<file path="src/rtl/datapath_gen2_if.sv">
// System data bus seen by the datapath: external value in, driven value, drive enable, conflict flag.
// Purely combinational wiring; no latency, no backpressure.
interface datapath_gen2_if #(
  parameter int DATA_W = 8
);
  logic [DATA_W-1:0] bus_in;
  logic [DATA_W-1:0] bus_out;
  logic              bus_oe;
  logic              bus_conflict;

  modport master (input bus_in, output bus_out, output bus_oe, output bus_conflict);
  modport slave  (output bus_in, input bus_out, input bus_oe, input bus_conflict);
endinterface

</file>
<file path="src/rtl/datapath_gen2.sv">
// CPU datapath: GP regfile, latched ALU with flags, MAR/IR/JR, PC; DATAPATH_COND_JUMP_EN gates jumps on flags.
// Latency: reads/ALU/bus combinational, all state updates on the next clock edge.
// Backpressure: none; the control unit owns every strobe and the bus drive.
module datapath_gen2 #(
  parameter int                   DATA_W   = 8,
  parameter int                   GP_COUNT = 8,
  parameter logic [2*DATA_W-1:0]  RESET_PC = '0,
  localparam int                  SEL_W    = $clog2(GP_COUNT)
) (
  input  logic                  clock,
  input  logic                  reset,
  input  logic                  gp_write,
  input  logic                  gp_read,
  input  logic [SEL_W-1:0]      gp_input_select,
  input  logic [SEL_W-1:0]      gp_output_select,
  input  logic [SEL_W-1:0]      gp_alu_output_select,
  input  logic [3:0]            alu_operation,
  input  logic                  latch_alu,
  input  logic                  alu_store_high,
  input  logic                  alu_store_low,
  input  logic                  mar_load_high,
  input  logic                  mar_load_low,
  input  logic                  ir_load_high,
  input  logic                  ir_load_low,
  input  logic                  jr_load_high,
  input  logic                  jr_load_low,
  input  logic                  pc_increment,
  input  logic                  pc_set,
  input  logic                  pc_branch,
  input  logic [2:0]            jump_cond,
  datapath_gen2_if.master       bus,
  output logic [2:0]            flags,
  output logic [2*DATA_W-1:0]   pc_count,
  output logic [2*DATA_W-1:0]   ir_value,
  output logic [2*DATA_W-1:0]   mar_value
);
  localparam int AW   = 2 * DATA_W;
  localparam int NREG = 1 << SEL_W;

  logic [DATA_W-1:0] gp_q [NREG];
  logic [AW-1:0]     alu_latch, mar_q, ir_q, jr_q, pc_q;
  logic [2:0]        flags_q;

  logic [DATA_W-1:0] drv_dat, int_bus, op_a;
  logic [DATA_W:0]   ext;
  logic [AW-1:0]     alu_r;
  logic [2:0]        alu_flags;
  logic              is_mul, res_zero, res_neg, jump_ok;

  // gp_read wins over the latch halves; a losing driver still raises bus_conflict
  always_comb begin
    drv_dat = '0;
    if (gp_read)             drv_dat = gp_q[gp_output_select];
    else if (alu_store_low)  drv_dat = alu_latch[DATA_W-1:0];
    else if (alu_store_high) drv_dat = alu_latch[AW-1:DATA_W];
  end

  assign bus.bus_oe       = reset & (gp_read | alu_store_low | alu_store_high);
  assign bus.bus_out      = reset ? drv_dat : '0;
  assign bus.bus_conflict = reset & ((gp_read & alu_store_low) | (gp_read & alu_store_high) |
                                     (alu_store_low & alu_store_high));
  assign int_bus          = bus.bus_oe ? bus.bus_out : bus.bus_in;
  assign op_a             = gp_q[gp_alu_output_select];

  // ext carries {carry/borrow/shift-out, low result} for every non-multiply op
  always_comb begin
    ext = '0;
    case (alu_operation)
      4'd0:    ext = {1'b0, int_bus};
      4'd1:    ext = {1'b0, op_a} + {1'b0, int_bus};
      4'd2:    ext = {1'b0, op_a} - {1'b0, int_bus};
      4'd3:    ext = {1'b0, op_a & int_bus};
      4'd4:    ext = {1'b0, op_a | int_bus};
      4'd5:    ext = {1'b0, op_a ^ int_bus};
      4'd6:    ext = {1'b0, ~op_a};
      4'd7:    ext = {op_a, 1'b0};
      4'd8:    ext = {op_a[0], 1'b0, op_a[DATA_W-1:1]};
      4'd9:    ext = {1'b0, op_a} + {{DATA_W{1'b0}}, 1'b1};
      4'd10:   ext = {1'b0, op_a} - {{DATA_W{1'b0}}, 1'b1};
      default: ext = '0;
    endcase
  end

  assign is_mul    = (alu_operation == 4'd11);
  assign alu_r     = is_mul ? AW'(op_a) * AW'(int_bus) : {{(DATA_W-1){1'b0}}, ext};
  assign res_zero  = is_mul ? (alu_r == '0) : (alu_r[DATA_W-1:0] == '0);
  assign res_neg   = is_mul ? alu_r[AW-1] : alu_r[DATA_W-1];
  assign alu_flags = {ext[DATA_W], res_zero, res_neg};

`ifdef DATAPATH_COND_JUMP_EN
  // flags_q = {C, Z, N}; conditions test the flags already latched
  always_comb begin
    case (jump_cond)
      3'd0:    jump_ok = 1'b1;
      3'd1:    jump_ok = flags_q[1];
      3'd2:    jump_ok = !flags_q[1];
      3'd3:    jump_ok = flags_q[2];
      3'd4:    jump_ok = !flags_q[2];
      3'd5:    jump_ok = flags_q[0];
      3'd6:    jump_ok = !flags_q[0];
      default: jump_ok = 1'b0;
    endcase
  end
`else
  logic unused_jump_cond;
  assign unused_jump_cond = ^jump_cond;
  assign jump_ok          = 1'b1;
`endif

  always_ff @(posedge clock or negedge reset) begin
    if (!reset) begin
      for (int i = 0; i < NREG; i++) gp_q[i] <= '0;
      alu_latch <= '0;
      flags_q   <= '0;
      mar_q     <= '0;
      ir_q      <= '0;
      jr_q      <= '0;
      pc_q      <= RESET_PC;
    end else begin
      if (gp_write && (int'(gp_input_select) < GP_COUNT)) gp_q[gp_input_select] <= int_bus;
      if (latch_alu) begin
        alu_latch <= alu_r;
        flags_q   <= alu_flags;
      end
      if (mar_load_high) mar_q[AW-1:DATA_W] <= int_bus;
      if (mar_load_low)  mar_q[DATA_W-1:0]  <= int_bus;
      if (ir_load_high)  ir_q[AW-1:DATA_W]  <= int_bus;
      if (ir_load_low)   ir_q[DATA_W-1:0]   <= int_bus;
      if (jr_load_high)  jr_q[AW-1:DATA_W]  <= int_bus;
      if (jr_load_low)   jr_q[DATA_W-1:0]   <= int_bus;
      // a suppressed jump falls through to the increment
      if (pc_set && jump_ok)         pc_q <= jr_q;
      else if (pc_branch && jump_ok) pc_q <= pc_q + {{DATA_W{int_bus[DATA_W-1]}}, int_bus};
      else if (pc_increment)         pc_q <= pc_q + 1'b1;
    end
  end

  assign flags     = flags_q;
  assign pc_count  = pc_q;
  assign ir_value  = ir_q;
  assign mar_value = mar_q;
endmodule

</file>
<file path="src/flat_wrapper.sv">
// flat-port wrapper written by rule: the top's interface ports become plain ports
module datapath_gen2_flat 
#(
  parameter int                   DATA_W   = 8,
  parameter int                   GP_COUNT = 8,
  parameter logic [2*DATA_W-1:0]  RESET_PC = '0,
  localparam int                  SEL_W    = $clog2(GP_COUNT)
)
  (clock, reset, gp_write, gp_read, gp_input_select, gp_output_select, gp_alu_output_select, alu_operation, latch_alu, alu_store_high, alu_store_low, mar_load_high, mar_load_low, ir_load_high, ir_load_low, jr_load_high, jr_load_low, pc_increment, pc_set, pc_branch, jump_cond, flags, pc_count, ir_value, mar_value, bus_bus_in, bus_bus_out, bus_bus_oe, bus_bus_conflict);
  datapath_gen2_if #(.DATA_W(DATA_W)) bus_i ();
  input  logic clock;
  input  logic reset;
  input  logic gp_write;
  input  logic gp_read;
  input  logic [SEL_W-1:0] gp_input_select;
  input  logic [SEL_W-1:0] gp_output_select;
  input  logic [SEL_W-1:0] gp_alu_output_select;
  input  logic [3:0] alu_operation;
  input  logic latch_alu;
  input  logic alu_store_high;
  input  logic alu_store_low;
  input  logic mar_load_high;
  input  logic mar_load_low;
  input  logic ir_load_high;
  input  logic ir_load_low;
  input  logic jr_load_high;
  input  logic jr_load_low;
  input  logic pc_increment;
  input  logic pc_set;
  input  logic pc_branch;
  input  logic [2:0] jump_cond;
  output logic [2:0] flags;
  output logic [2*DATA_W-1:0] pc_count;
  output logic [2*DATA_W-1:0] ir_value;
  output logic [2*DATA_W-1:0] mar_value;
  input wire logic [$bits(bus_i.bus_in)-1:0] bus_bus_in;
  output wire logic [$bits(bus_i.bus_out)-1:0] bus_bus_out;
  output wire logic [$bits(bus_i.bus_oe)-1:0] bus_bus_oe;
  output wire logic [$bits(bus_i.bus_conflict)-1:0] bus_bus_conflict;
  assign bus_i.bus_in = bus_bus_in;
  assign bus_bus_out = bus_i.bus_out;
  assign bus_bus_oe = bus_i.bus_oe;
  assign bus_bus_conflict = bus_i.bus_conflict;
  datapath_gen2 #(.DATA_W(DATA_W), .GP_COUNT(GP_COUNT), .RESET_PC(RESET_PC)) u_core (.clock(clock), .reset(reset), .gp_write(gp_write), .gp_read(gp_read), .gp_input_select(gp_input_select), .gp_output_select(gp_output_select), .gp_alu_output_select(gp_alu_output_select), .alu_operation(alu_operation), .latch_alu(latch_alu), .alu_store_high(alu_store_high), .alu_store_low(alu_store_low), .mar_load_high(mar_load_high), .mar_load_low(mar_load_low), .ir_load_high(ir_load_high), .ir_load_low(ir_load_low), .jr_load_high(jr_load_high), .jr_load_low(jr_load_low), .pc_increment(pc_increment), .pc_set(pc_set), .pc_branch(pc_branch), .jump_cond(jump_cond), .bus(bus_i), .flags(flags), .pc_count(pc_count), .ir_value(ir_value), .mar_value(mar_value));
endmodule
</file>
<file path="config.mk">
export PLATFORM = sky130hd
export DESIGN_NAME = datapath_gen2_flat
export DESIGN_NICKNAME = d
export VERILOG_FILES = /design/src/rtl/datapath_gen2_if.sv /design/src/rtl/datapath_gen2.sv /design/src/flat_wrapper.sv
export SDC_FILE = /design/constraint.sdc
export NUM_CORES = 1
export LEC_CHECK = 0
export CAP_MARGIN = 20
export CORE_MARGIN = 2
export CORE_UTILIZATION = 30
export CTS_BUF_LIST = sky130_fd_sc_hd__clkbuf_2 sky130_fd_sc_hd__clkbuf_4 sky130_fd_sc_hd__clkbuf_8
export DETAILED_ROUTE_END_ITERATION = 16
export PLACE_DENSITY_LB_ADDON = 0.25
export SYNTH_ARGS = -nofsm -noshare
export SYNTH_HDL_FRONTEND = slang
export SYNTH_SLANG_ARGS = --single-unit
</file>
<file path="constraint.sdc">
create_clock -name clock -period 13.5 [get_ports clock]
set_input_delay 2.7 -clock clock [delete_from_list [all_inputs] [get_ports clock]]
set_output_delay 2.7 -clock clock [all_outputs]
set_load 0.01 [all_outputs]
</file>
==> results by stage <==
Status:
- The run finished with clean final reports.

Logic synthesis:
- For this run, the number of Yosys warnings is 0.
- The sequential area share after synthesis is 33.6%.
- The average instance area after synthesis is about 9.1 um2.
- The fraction of the mapped netlist area in compound gates is around 17%.
- Summing the areas of all and, or, nand and nor instances in the mapped netlist gives around 15% of the synthesized area.
- The number of register bits inferred by synthesis is 147.
- The number of instances in the synthesized netlist is between 1000 and 1500.
- Of the total synthesized cell area, the portion taken by XOR and XNOR cells is roughly 2.5%.
- Summed over all instances, the cell type with the most area after synthesis is sky130_fd_sc_hd__dfrtp_1.
- The synthesized-area fraction occupied by adder cells is around 16%.
- In this run the cell area of the synthesized design comes to between 10000 and 15000 um2.
- The async set or reset register ratio after synthesis is between 90% and 100%.
- After synthesis, the largest family of logic cells by area is compound AO/OA/AOI/OAI gates.
- In this run, distinct cell masters in the synthesized netlist total 67.
- The dominant synthesized flop cell is sky130_fd_sc_hd__dfrtp_1.
- The number of nets in the synthesized netlist is 1359.
- Of the post-synthesis cell area, the part taken by muxes is 10.2%.
- In this run, synthesis inferred 0 flip-flops with an integrated enable.
- The synthesized design devotes to its leading area cell type 33.6% of total area.
- By area the synthesized netlist is led by sky130_fd_sc_hd__dfrtp_1 34%, sky130_fd_sc_hd__ha_1 8.7%, sky130_fd_sc_hd__fa_1 6.9%.

GRT:
- In the global route stage, overall resource usage came out at 17.7%.
- The number of antenna violations at the first check in global routing is 0.
- The number of global-route vias before repair came to roughly 9000.
- The global-route wire length before repair is roughly 53 mm.
- The maximum number of pins on one net before global-route repair is between 90 and 100.
- The remaining global-route overflow is 0.

Route:
- The final layout contains routed wiring with a total length of between 30 and 40 mm.
- Before antenna repair, the detailed router went through 5 iterations.
- For this block, the initial DRC count from the detailed router was a little over 700.
- The count of antenna-violating nets left after detailed routing is 0.
- The detailed-route wire length per cell is around 19 um.
- After detailed routing, the number of vias per cell comes to between 5 and 6.
- The number of design rule violations left after detail routing is 0.
- The via count is 9097.

Pwr:
- The leakage power of the design is between 0.005 and 0.006 uW.
- The largest vdd supply drop is 0.0740 mV.
- The total power per unit cell area is 183 nW/um2.

Floorplanning:
- The standard cell core area is 35700 um2.
- The number of core rows is 69.
- The floorplan die width is 195 um.
- The starting density of the core is 30.6%.
- The die covers roughly 38000 um2.
- The vertical die dimension is around 200 um.
- For this design the top-level I/O count stands at ~100.

Cells and area:
- Relative to the synthesized area, the layout overhead comes to 17.1%.
- The repair_antennas step left the layout with diodes totalling 0.
- Cells fill 35.9% of the core in the end.
- The final net count is ~1400.
- In the final layout, the share of cells above drive strength 1 is about a tenth.

Worst setup path:
- The setup path with the least slack is of type input pin to flip-flop.
- The maximum fanout along the worst path is 18.
- The cell depth of the worst flop-to-flop path is 23.
- The nature of the critical path startpoint is an input pin.
- For the worst setup path, the data required time is roughly 14000 ps.
- At the worst endpoint, the arrival time is about 11000 ps.
- The critical path capture point type is a flip-flop.

Timing:
- The minimum clock period is about 10000 ps.
- The setup total negative slack is 0 ps.
- Setup violations remaining at the end of the flow were counted as 0.
- The max-slew violation count is 0.
- The tightest slew margin relative to the limit is between 20 and 30%.
- The ratio of final minimum period to clock period is ~78%.
- The count of endpoints failing hold in the final timing report was 0.
- The actual slew at the worst max-slew pin is 1050 ps.
- Setup repair after global routing left no endpoint under its margin.
- Timing would allow up to 0.0953 GHz.
- The final setup skew is ~16 ps.

CTS:
- The CTS H-tree depth is 4.
- Once the clock tree was built, the resizer swapped 0 gates to a different size.
- After clock tree synthesis, the clock-pin slew on the worst setup and hold paths is 90 ps.
- TritonCTS built the clock tree.
- The insertion delay to the later sink of the worst-skew pair is 470 ps.
- The clock net in this run drives a total of between 100 and 150 sinks.
- The setup fix buffers added after clock tree synthesis is 0.
- The root buffer cell is sky130_fd_sc_hd__clkbuf_8.
- TritonCTS created 17 clock buffers.
- Buffers inserted to repair hold after CTS numbered 0.
- The clock tree buffer depth is 2.

Placement:
- Summed over all nets, the half-perimeter wirelength after detailed placement is 23.4 mm.
- The count of buffers added on input and output ports is between 90 and 100.
- Routability-driven placement finished with a final weighted congestion of approximately 0.95.

Flow run:
- Max-cap violations in this run came to 0.

Worst hold path:
- The min-delay analysis places its worst path in the category flip-flop to flip-flop.
- Along the worst hold path, the cell count comes to 2.
placed cells by master, fill, tap and decap left out, drive strengths merged, types with 6 or more instances in the layout:
cell | Yosys | final
mux2i | 17 | 17
nor2b | 14 | 14
xor2 | 17 | 17
clkbuf | 58 | 18
inv | 90 | 98
mux2 | 17 | 17
nor2 | 180 | 180
fa | 38 | 38
dfrtp | 147 | 147
o21ai | 71 | 71
a21o | 8 | 8
buf | 18 | 26
clkdlybuf4s50 | 0 | 96
mux4 | 32 | 32
a21oi | 136 | 136
and2 | 8 | 8
a211oi | 17 | 17
a22oi | 7 | 7
nand3 | 17 | 17
or3 | 6 | 6
nor3 | 15 | 15
ha | 76 | 76
o21a | 6 | 6
xnor2 | 14 | 14
and3 | 6 | 6
nand2 | 91 | 91
a221oi | 10 | 10
per-stage QoR:
stage / instance area [um2] / setup slack (ps) / total power (uW) / instances / hold slack, ps
floorplan: 10900 / 4690 / 1540 / 1205 / 450
global placement: 12400 / 2550 / 1970 / 1710 / 473
detailed placement: 12400 / 2480 / 1990 / 1710 / 474
CTS: 12800 / 2980 / 2350 / 1742 / 478
global route: 12800 / 2580 / 2550 / 1744 / 526
finish: 12800 / 3010 / 2350 / 1744 / 480
routing by layer:
| layer | share of wire [%] | track usage, % | vias up | wire, um |
|---|---|---|---|---|
| met1 | 46 | 24.7 | 4450 | 15300 |
| li1 | - | - | 4337 | - |
| met5 | 0 | 0 | - | 0 |
| met2 | 46 | 28.1 | 271 | 15200 |
| met4 | 1.6 | 4.47 | 0 | 523 |
| met3 | 5.9 | 3.71 | 39 | 1950 |
Yosys cell counts, drive strengths merged (14+ instances only):
cell type	count
a211oi	17
a21oi	136
buf	18
clkbuf	58
dfrtp	147
fa	38
ha	76
inv	90
mux2	17
mux2i	17
mux4	32
nand2	91
nand3	17
nor2	180
nor2b	14
nor3	15
o21ai	71
xnor2	14
xor2	17
worst max-delay path, stage by stage:
cell and delay [ps]:
sky130_fd_sc_hd__clkdlybuf4s50_1 990, sky130_fd_sc_hd__buf_4 310, sky130_fd_sc_hd__mux4_2 510, sky130_fd_sc_hd__mux2i_1 380, sky130_fd_sc_hd__a211oi_1 250, sky130_fd_sc_hd__a21oi_2 490, sky130_fd_sc_hd__buf_4 350, sky130_fd_sc_hd__inv_1 170
sky130_fd_sc_hd__ha_1 310, sky130_fd_sc_hd__fa_1 430, sky130_fd_sc_hd__fa_1 470, sky130_fd_sc_hd__fa_1 540, sky130_fd_sc_hd__inv_1 50, sky130_fd_sc_hd__fa_1 500, sky130_fd_sc_hd__inv_1 50, sky130_fd_sc_hd__ha_1 330
sky130_fd_sc_hd__o21a_1 140, sky130_fd_sc_hd__o31a_1 170, sky130_fd_sc_hd__o211ai_1 140, sky130_fd_sc_hd__o21ai_0 400, sky130_fd_sc_hd__a21oi_1 120, sky130_fd_sc_hd__or3b_2 510, sky130_fd_sc_hd__and3b_1 230, sky130_fd_sc_hd__nand3_1 80
sky130_fd_sc_hd__a22oi_1 220
flip-flops by register name, indices dropped and copies added (netlist names):
signal and cells:
u_core.gp_q 64, u_core.pc_count 16, u_core.alu_latch 16, u_core.mar_value 16
u_core.jr_q 16, u_core.flags 3, u_core.ir_value 16
power breakdown:
group | switching (uW) | leakage [uW] | internal (uW)
clock network | 193 | 0.000199 | 156
registers | 72.9 | 0.00174 | 535
logic | 792 | 0.00366 | 598
final timing paths:
kind	to	slack (ps)	startpoint
worst min-delay path	u_core.pc_count[0]	480	u_core.jr_q[0]
min in group asynchronous	u_core.gp_q[14]	2310	reset
worst max register to register	u_core.flags[1]	6220	u_core.gp_q[11]
worst max-delay path	u_core.flags[1]	3010	gp_output_select[0]
worst min register to register	u_core.pc_count[0]	480	u_core.jr_q[0]
max in group asynchronous	u_core.jr_q[14]	9800	reset
cells by family (layout without fill, tap and decap cells):
kind of cell	after synthesis	count (layout)
DFF	147	147
AOI/OAI and AO/OA	308	308
adders and majority gates	114	114
buffers and inverters	166	244
xor gates and xnor gates	31	31
muxes	66	66
and+or+nand+nor	373	373
cell type report:
cell class	instances	area, um2
Inverter	90	338
Timing Repair Buffer	122	1170
Sequential cell	147	3680
Tap cell	461	577
Clock buffer	18	248
Fill cell	3746	22900
Multi-Input combinational cell	892	6670
Clock inverter	14	140
No activity file was read; power rests on OpenSTA's default activity.
